<file path="config.mk">
export PLATFORM = sky130hd
export DESIGN_NAME = uart_rx
export DESIGN_NICKNAME = d
export VERILOG_FILES = /design/src/rtl/uart_rx.sv
export SDC_FILE = /design/constraint.sdc
export NUM_CORES = 1
export LEC_CHECK = 0
export BUFFER_PORTS_ARGS = -buffer_cell sky130_fd_sc_hd__buf_2
export CELL_PAD_IN_SITES_DETAIL_PLACEMENT = 0
export CELL_PAD_IN_SITES_GLOBAL_PLACEMENT = 1
export CORE_MARGIN = 3
export CORE_UTILIZATION = 42
export CTS_CLUSTER_SIZE = 28
export DETAILED_ROUTE_END_ITERATION = 8
export GPL_TIMING_DRIVEN = 0
export PLACE_DENSITY = 0.79
export SYNTH_ARGS = -nofsm -noshare
export SYNTH_HDL_FRONTEND = slang
export SYNTH_SLANG_ARGS = --single-unit
</file>
<file path="constraint.sdc">
create_clock -name clk -period 1.76 [get_ports clk]
set_clock_uncertainty 0.15 [all_clocks]
set_input_delay 0.088 -clock clk [delete_from_list [all_inputs] [get_ports clk]]
set_output_delay 0.088 -clock clk [all_outputs]
set_load 0.05 [all_outputs]
</file>
<file path="src/rtl/uart_rx.sv">
// uart_rx: oversampled 8N1 receiver with 3-sample majority vote and valid/ack hold handshake.
// Frames are re-armed through BREAK so a stuck-low line never produces spurious starts.
module uart_rx #(
   parameter int OVERSAMPLE = 16
) (
   input  logic       clk,
   input  logic       reset,
   input  logic       baudtick,
   input  logic       rx,
   input  logic       rx_ack,
   output logic [7:0] rx_data,
   output logic       rx_valid,
   output logic       rx_busy,
   output logic       frame_error,
   output logic       overrun
);
   localparam int TW = $clog2(OVERSAMPLE);
   localparam logic [TW-1:0] V0   = TW'(OVERSAMPLE/2-1);
   localparam logic [TW-1:0] V1   = TW'(OVERSAMPLE/2);
   localparam logic [TW-1:0] V2   = TW'(OVERSAMPLE/2+1);
   localparam logic [TW-1:0] LAST = TW'(OVERSAMPLE-1);

   typedef enum logic [2:0] {S_BREAK, S_IDLE, S_START, S_DATA, S_STOP} state_t;

   state_t        r_state, w_next;
   logic [1:0]    r_sync;
   logic [TW-1:0] r_tcnt;
   logic [2:0]    r_bitcnt;
   logic [7:0]    r_shift;
   logic [1:0]    r_votes;
   logic          w_rs, w_busy, w_tick, w_vote_end, w_last, w_maj, w_good, w_ferr, w_load;

   assign w_rs       = r_sync[1];
   assign w_busy     = r_state inside {S_START, S_DATA, S_STOP};
   assign w_tick     = baudtick & w_busy;
   assign w_vote_end = w_tick & (r_tcnt == V2);
   assign w_last     = w_tick & (r_tcnt == LAST);
   // third sample arrives on the vote-end tick itself, so it joins the stored two here
   assign w_maj      = (r_votes + {1'b0, w_rs}) >= 2'd2;
   assign w_good     = (r_state == S_STOP) & w_vote_end & w_maj;
   assign w_ferr     = (r_state == S_STOP) & w_vote_end & ~w_maj;
   assign w_load     = w_good & (~rx_valid | rx_ack);

   always_comb begin
      w_next = r_state;
      case (r_state)
         S_BREAK: w_next = w_rs ? S_IDLE : S_BREAK;
         S_IDLE:  w_next = w_rs ? S_IDLE : S_START;
         S_START: w_next = (w_vote_end && w_maj) ? S_IDLE : w_last ? S_DATA : S_START;
         S_DATA:  w_next = (w_last && r_bitcnt == 3'd7) ? S_STOP : S_DATA;
         S_STOP:  w_next = w_vote_end ? (w_maj ? S_IDLE : S_BREAK) : S_STOP;
         default: w_next = S_BREAK;
      endcase
   end

   always_ff @(posedge clk or posedge reset) begin
      if (reset) begin
         r_state     <= S_BREAK;
         r_sync      <= '0;
         r_tcnt      <= '0;
         r_bitcnt    <= '0;
         r_shift     <= '0;
         r_votes     <= '0;
         rx_data     <= '0;
         rx_valid    <= 1'b0;
         rx_busy     <= 1'b0;
         frame_error <= 1'b0;
         overrun     <= 1'b0;
      end else begin
         r_sync      <= {r_sync[0], rx};
         r_state     <= w_next;
         rx_busy     <= w_next inside {S_START, S_DATA, S_STOP};
         r_tcnt      <= (!w_busy || w_last) ? '0 : w_tick ? r_tcnt + 1'b1 : r_tcnt;
         r_bitcnt    <= !w_busy ? '0 : (r_state == S_DATA && w_last) ? r_bitcnt + 3'd1 : r_bitcnt;
         r_votes     <= (w_tick && r_tcnt == V0) ? {1'b0, w_rs} :
                        (w_tick && r_tcnt == V1) ? r_votes + {1'b0, w_rs} : r_votes;
         r_shift     <= (r_state == S_DATA && w_vote_end) ? {w_maj, r_shift[7:1]} : r_shift;
         frame_error <= w_ferr;
         overrun     <= w_good & rx_valid & ~rx_ack;
         rx_data     <= w_load ? r_shift : rx_data;
         rx_valid    <= w_load | (rx_valid & ~rx_ack);
      end
   end
endmodule
</file>
======== Word level (Yosys, flattened, before mapping) ========
Cells that the tools add are included.
word-level totals
  flip-flop bits (word level) ............. 34
  bits of input ports ..................... 5
  output and inout bits ................... 12
  logic and storage cells ................. 70
cells by class
  add/subtract/negate cells ............... 3
  order comparisons ....................... 1
  equal/unequal tests ..................... 13
  mux-type cells .......................... 14
  bitwise logic cells ..................... 15
  reduce and logical (&&, ||, !) cells .... 13
operator list
  operator               count
  $pmux W3 S5            1
  $eq A3 B2 Y1 const B   4
  $eq A4 B4 Y1 const B   3
  $mux W3                4
  $and A1 B1 Y1          10
  $eq A3 B3 Y1 const B   3
  $mux W2                4
  $mux W4                2
  $logic_and A1 B1 Y1    6
  $reduce_bool A3 Y1     2
  $add A4 B1 Y4 const B  1
  $eq A4 B3 Y1 const B   1
  $reduce_bool A2 Y1     2
  $add A3 B1 Y3 const B  1
  $eq A3 B1 Y1 const B   1
  $logic_not A3 Y1       1
  $mux W1                3
  $not A1 Y1             3
  $add A2 B1 Y2          1
  $ge A2 B2 Y1 const B   1
  $ne A2 B1 Y1 const B   1
  $or A1 B1 Y1           2
  $logic_not A1 Y1       1
  $logic_or A1 B1 Y1     1

======== Depth between registers and ports, before layout ========
  word-level depth ........................ 9
  gate-level depth with buffers ........... 7
  mapped depth without buffers ............ 6

======== Worst setup path after synthesis ========
Ideal clock, no wire load.
  path type ............................... register to register
  start ................................... reg r_sync[1]
  end ..................................... reg rx_data[0]
  library setup time ...................... 0.125 ns
  data arrival time ....................... 1.539 ns
  data required time ...................... 1.485 ns
  slack ................................... -0.055 ns
  stages on the path, launching flop included .. 7
  buffers on the path ..................... 1
  period minus slack after synthesis ...... 1.815 ns
  cells stage by stage .................... dfrtp_1 > ha_1 > xor2_2 > nand3_4 > nor2b_2 > buf_6 > mux2_4
on the way
  cells in the longest elaborated chain, start to end .. 4
ends and longest elaborated chain
  what                      RTL line  text
  start: declaration        26        logic [1:0] r_sync;
  start signal: assignment  70        r_sync <= {r_sync[0], rx};
  $add A2 B1 Y2             39        assign w_maj = (r_votes + {1'b0, w_rs}) >= 2'd2;
  $ge A2 B2 Y1              39
  $and A1 B1 Y1             40        assign w_good = (r_state == S_STOP) & w_vote_end & w_maj;
  $and A1 B1 Y1             42        assign w_load = w_good & (~rx_valid | rx_ack);
  end signal: assignment    80        rx_data <= w_load ? r_shift : rx_data;
  end: declaration          11        output logic [7:0] rx_data,
No other way between the ends.
A chain may end at the register's enable or synchronous reset.

======== Final worst setup path ========
  start ................................... reg r_tcnt[1]
  end ..................................... reg rx_data[1]
on the way
  cells in the longest elaborated chain, start to end .. 5
ends and longest elaborated chain
  what                        RTL line  text
  start: declaration          27        logic [TW-1:0] r_tcnt;
  start signal: assignment    73        r_tcnt <= (!w_busy || w_last) ? '0 : w_tick ? r_tcnt + 1'b1 : r_tcnt;
  $eq A4 B4 Y1                36        assign w_vote_end = w_tick & (r_tcnt == V2);
  $and A1 B1 Y1               36
  $and A1 B1 Y1 (2 in a row)  40
  $and A1 B1 Y1               42
No other way between the ends.

==> impl_metrics.sql <==
INSERT INTO impl_metrics (metric_group, metric, value, unit) VALUES
('yosys', 'yosys.area.top_type_share', '0.526', ''),
('yosys', 'synthesized_netlist_net_count', '131', ''),
('worst_setup_path', 'worst_setup_path_startpoint', 'r_tcnt[1]', ''),
('power', 'power.clock.fraction', '0.351', ''),
('sta', 'setup_viol_count_final', '8', ''),
('clock_tree', 'tritoncts_clock_tree', 'yes', ''),
('sta', 'hold_ws', '0.154', 'ns'),
('power', 'power_per_cell_area', '1200', 'nW/µm²'),
('floorplanning', 'floorplan.initialDensity', '0.459', ''),
('floorplanning', 'std_cell_rows', '21', ''),
('yosys', 'syn_avg_cell_area', '13.5', 'µm²'),
('worst_setup_path', 'cells_along_the_critical_path', 'inv_2 -> ha_4 -> and4b_4 -> nand3_4 -> nor2b_4 -> buf_8 -> mux2_4', ''),
('yosys', 'async_flop_share', '1.00', ''),
('clock_tree', 'clkSlewWorstSetupHoldPaths', '0.07', 'ns'),
('placed_design', 'gp_congestion', '0.867', ''),
('global_routing', 'grt_start_max_net_pins', '35', ''),
('placed_design', 'io_buffers', '15', ''),
('sta', 'finalWorstSetupSlack', '-0.0752', 'ns'),
('power', 'internal_power', '1.81', 'mW'),
('cells_and_area', 'finish.instance_area', '2130', 'µm²'),
('yosys', 'syn_area', '1620', 'µm²'),
('route', 'remaining_drc_errors', '0', ''),
('power', 'p_switching', '0.739', 'mW'),
('route', 'detailroute.via_count', '1036', ''),
('floorplanning', 'ios', '17', ''),
('power', 'combinationalPowerShare', '0.248', ''),
('worst_setup_path', 'worst_setup_path_end_kind', 'flip-flop', ''),
('sta', 'worst_pin_slew', '0.475', 'ns'),
('yosys', 'synth_area_leader_cell', 'sky130_fd_sc_hd__dfrtp_1', ''),
('yosys', 'synthMostInstantiatedCell', 'sky130_fd_sc_hd__dfrtp_1', ''),
('cells_and_area', 'layoutNonFillerInstCount', '202', ''),
('worst_setup_path', 'crit_required', '1.78', 'ns'),
('worst_setup_path', 'critical_path.slowest_cell', 'sky130_fd_sc_hd__dfrtp_2', ''),
('sta', 'rsz_0062_raised_after_global_routing', 'true', ''),
('sta', 'finalCriticalPeriod', '1.84', 'ns'),
('power', 'ir_drop_worst_case_vdd', '694', 'µV'),
('sta', 'finalMaxSlewViolations', '0', ''),
('floorplanning', 'die-area', '4630', 'µm²'),
('worst_setup_path', 'cpLargestDelayFamily', 'simple AND/OR/NAND/NOR gates', ''),
('sta', 'timing.final.hold_violations', '0', ''),
('cells_and_area', 'syn_to_final_growth', '31.8', '%'),
('route', 'number_of_drc_violations_after_detailed_routing_iteration_0', '49', ''),
('placed_design', 'place.detailed.instances', '181', ''),
('power', 'post-layout-total-power', '2.55', 'mW'),
('sta', 'layout_worst_path_cycle_share', '1.04', ''),
('power', 'power.share.sequential', '0.401', ''),
('yosys', 'synth.lib_cells_used.distinct', '46', ''),
('sta', 'max_clock_freq', '545', 'MHz'),
('yosys', 'post_synth_most_frequent_cells', '34 x sky130_fd_sc_hd__dfrtp_1, 8 x sky130_fd_sc_hd__mux2_4, 6 x sky130_fd_sc_hd__ha_1', ''),
('yosys', 'postSynth.topFlopCell', 'sky130_fd_sc_hd__dfrtp_1', ''),
('power', 'total_leakage_power', '1.01', 'nW'),
('floorplanning', 'die_w', '68.0', 'µm'),
('clock_tree', 'clock_latency', '0.29', 'ns'),
('global_routing', 'grt_antenna_before_repair', '0', ''),
('cells_and_area', 'fin_nets', '166', ''),
('global_routing', 'grtUsageTotal', '0.152', ''),
('status', 'violations', 'negative setup slack', ''),
('global_routing', 'number_of_global_route_vias_before_repair', '1061', ''),
('min_path', 'hold_class', 'in -> async', ''),
('yosys', 'yosysWarnings', '0', ''),
('worst_setup_path', 'critPathLaunchType', 'flip-flop', ''),
('worst_setup_path', 'critPathKind', 'reg -> reg', ''),
('global_routing', 'grt-ovfl-total', '0', ''),
('status', 'outcome', 'complete, but fails checks', ''),
('clock_tree', 'cts_buffers', '5', ''),
('worst_setup_path', 'startpoint_of_the_lowest_slack_register_to_register_path', 'r_tcnt[1]', ''),
('worst_setup_path', 'critical-path-max-stage-delay', '0.43', 'ns'),
('job', 'maxcap_viol_count', '0', ''),
('worst_setup_path', 'critPathArrivalTime', '1.86', 'ns'),
('cells_and_area', 'drive_gt1_frac', '0.474', ''),
('route', 'antenna_violating_nets_post_route', '0', '');
[layer usage]
| layer | vias up | track usage | share of wire |
|---|---|---|---|
| li1 | 496 | - | - |
| met1 | 499 | 0.199 | 0.45 |
| met2 | 30 | 0.230 | 0.46 |
| met3 | 11 | 0.0394 | 0.055 |
| met4 | 0 | 0.0844 | 0.030 |
| met5 | - | 0 | 0 |
[placed cells by master (no fill, tap or decap), types with 2 or more instances in the layout]
cell type	n
sky130_fd_sc_hd__a21oi_1	4
sky130_fd_sc_hd__dlygate4sd3_1	4
sky130_fd_sc_hd__or3_1	2
sky130_fd_sc_hd__a32o_1	2
sky130_fd_sc_hd__xnor2_1	2
sky130_fd_sc_hd__buf_4	8
sky130_fd_sc_hd__inv_1	2
sky130_fd_sc_hd__dfrtp_1	31
sky130_fd_sc_hd__nand2b_1	2
sky130_fd_sc_hd__ha_4	2
sky130_fd_sc_hd__clkbuf_8	6
sky130_fd_sc_hd__mux2i_1	3
sky130_fd_sc_hd__dfrtp_2	3
sky130_fd_sc_hd__nand2_1	5
sky130_fd_sc_hd__buf_2	16
sky130_fd_sc_hd__ha_1	3
sky130_fd_sc_hd__bufinv_16	2
sky130_fd_sc_hd__mux2_4	16
sky130_fd_sc_hd__nor2_1	5
sky130_fd_sc_hd__nor3_1	3
[power groups by stage]
stage	Combinational [mW]	Sequential, mW	Clock, mW
after floorplan	0.397	1.00	0
after global placement	0.473	1.01	0
after detailed placement	0.493	1.02	0
after CTS	0.557	1.01	0.913
after global routing	0.713	1.04	0.943
final	0.632	1.02	0.897
[area by class of cell]
cell class | count | area (µm²)
Sequential cell | 34 | 855
Fill cell | 285 | 1390
Buffer | 4 | 38.8
Timing Repair Buffer | 28 | 215
Clock inverter | 2 | 60.1
Multi-Input combinational cell | 78 | 807
Tap cell | 46 | 57.6
Inverter | 4 | 15.0
Clock buffer | 6 | 82.6
[how the worst max path moves through the flow]
stage	endpoint	slack, ns	cells after the start
detailed placement	rx_data[1]	-0.12	6
floorplan	rx_data[0]	-0.007	7
CTS	rx_data[1]	-0.1	7
global placement	rx_data[6]	-0.1	6
global route	rx_data[2]	-0.14	7
finish	rx_data[1]	-0.08	7
[state kept, by name (all words and copies together) (netlist names)]
| name | count |
|---|---|
| overrun | 1 |
| r_votes | 2 |
| r_shift | 8 |
| r_state | 3 |
| rx_busy | 1 |
| r_bitcnt | 3 |
| r_tcnt | 4 |
| rx_data | 8 |
| frame_error | 1 |
| rx_valid | 1 |
| r_sync | 2 |
[logic make-up (layout without fill, tap and decap cells)]
group,Yosys count,count (layout),synth area share
compound gates,12,12,0.0519
xor+xnor,4,4,0.0263
fa+ha+maj,6,6,0.0464
buf+inv,8,44,0.0310
flops,34,34,0.526
mux,19,19,0.149
simple gates,37,37,0.170
[tightest hold or removal path, stage by stage]
cell                            delay (ns)
sky130_fd_sc_hd__dlygate4sd3_1        0.53
sky130_fd_sc_hd__buf_2                0.12
sky130_fd_sc_hd__clkinv_1             0.26
[timing repair]
item,in CTS,in global routing
hold endpoints to repair,5,34
resized for setup,4,16
pin swaps,3,4
endpoints found under the setup margin,21,22
hold buffers,3,1
setup buffers,5,3
[stage by stage]
stage	setup slack (ns)	TNS, ns	utilization
2_1_floorplan	-0.00744	-0.0595	-
3_3_place_gp	-0.0994	-0.849	0.501
3_5_place_dp	-0.124	-1.20	0.501
4_1_cts	-0.0962	-0.705	0.566
5_1_grt	-0.142	-1.79	0.605
6_report	-0.0752	-0.547	0.605
Power figures use the tool's default switching activity.
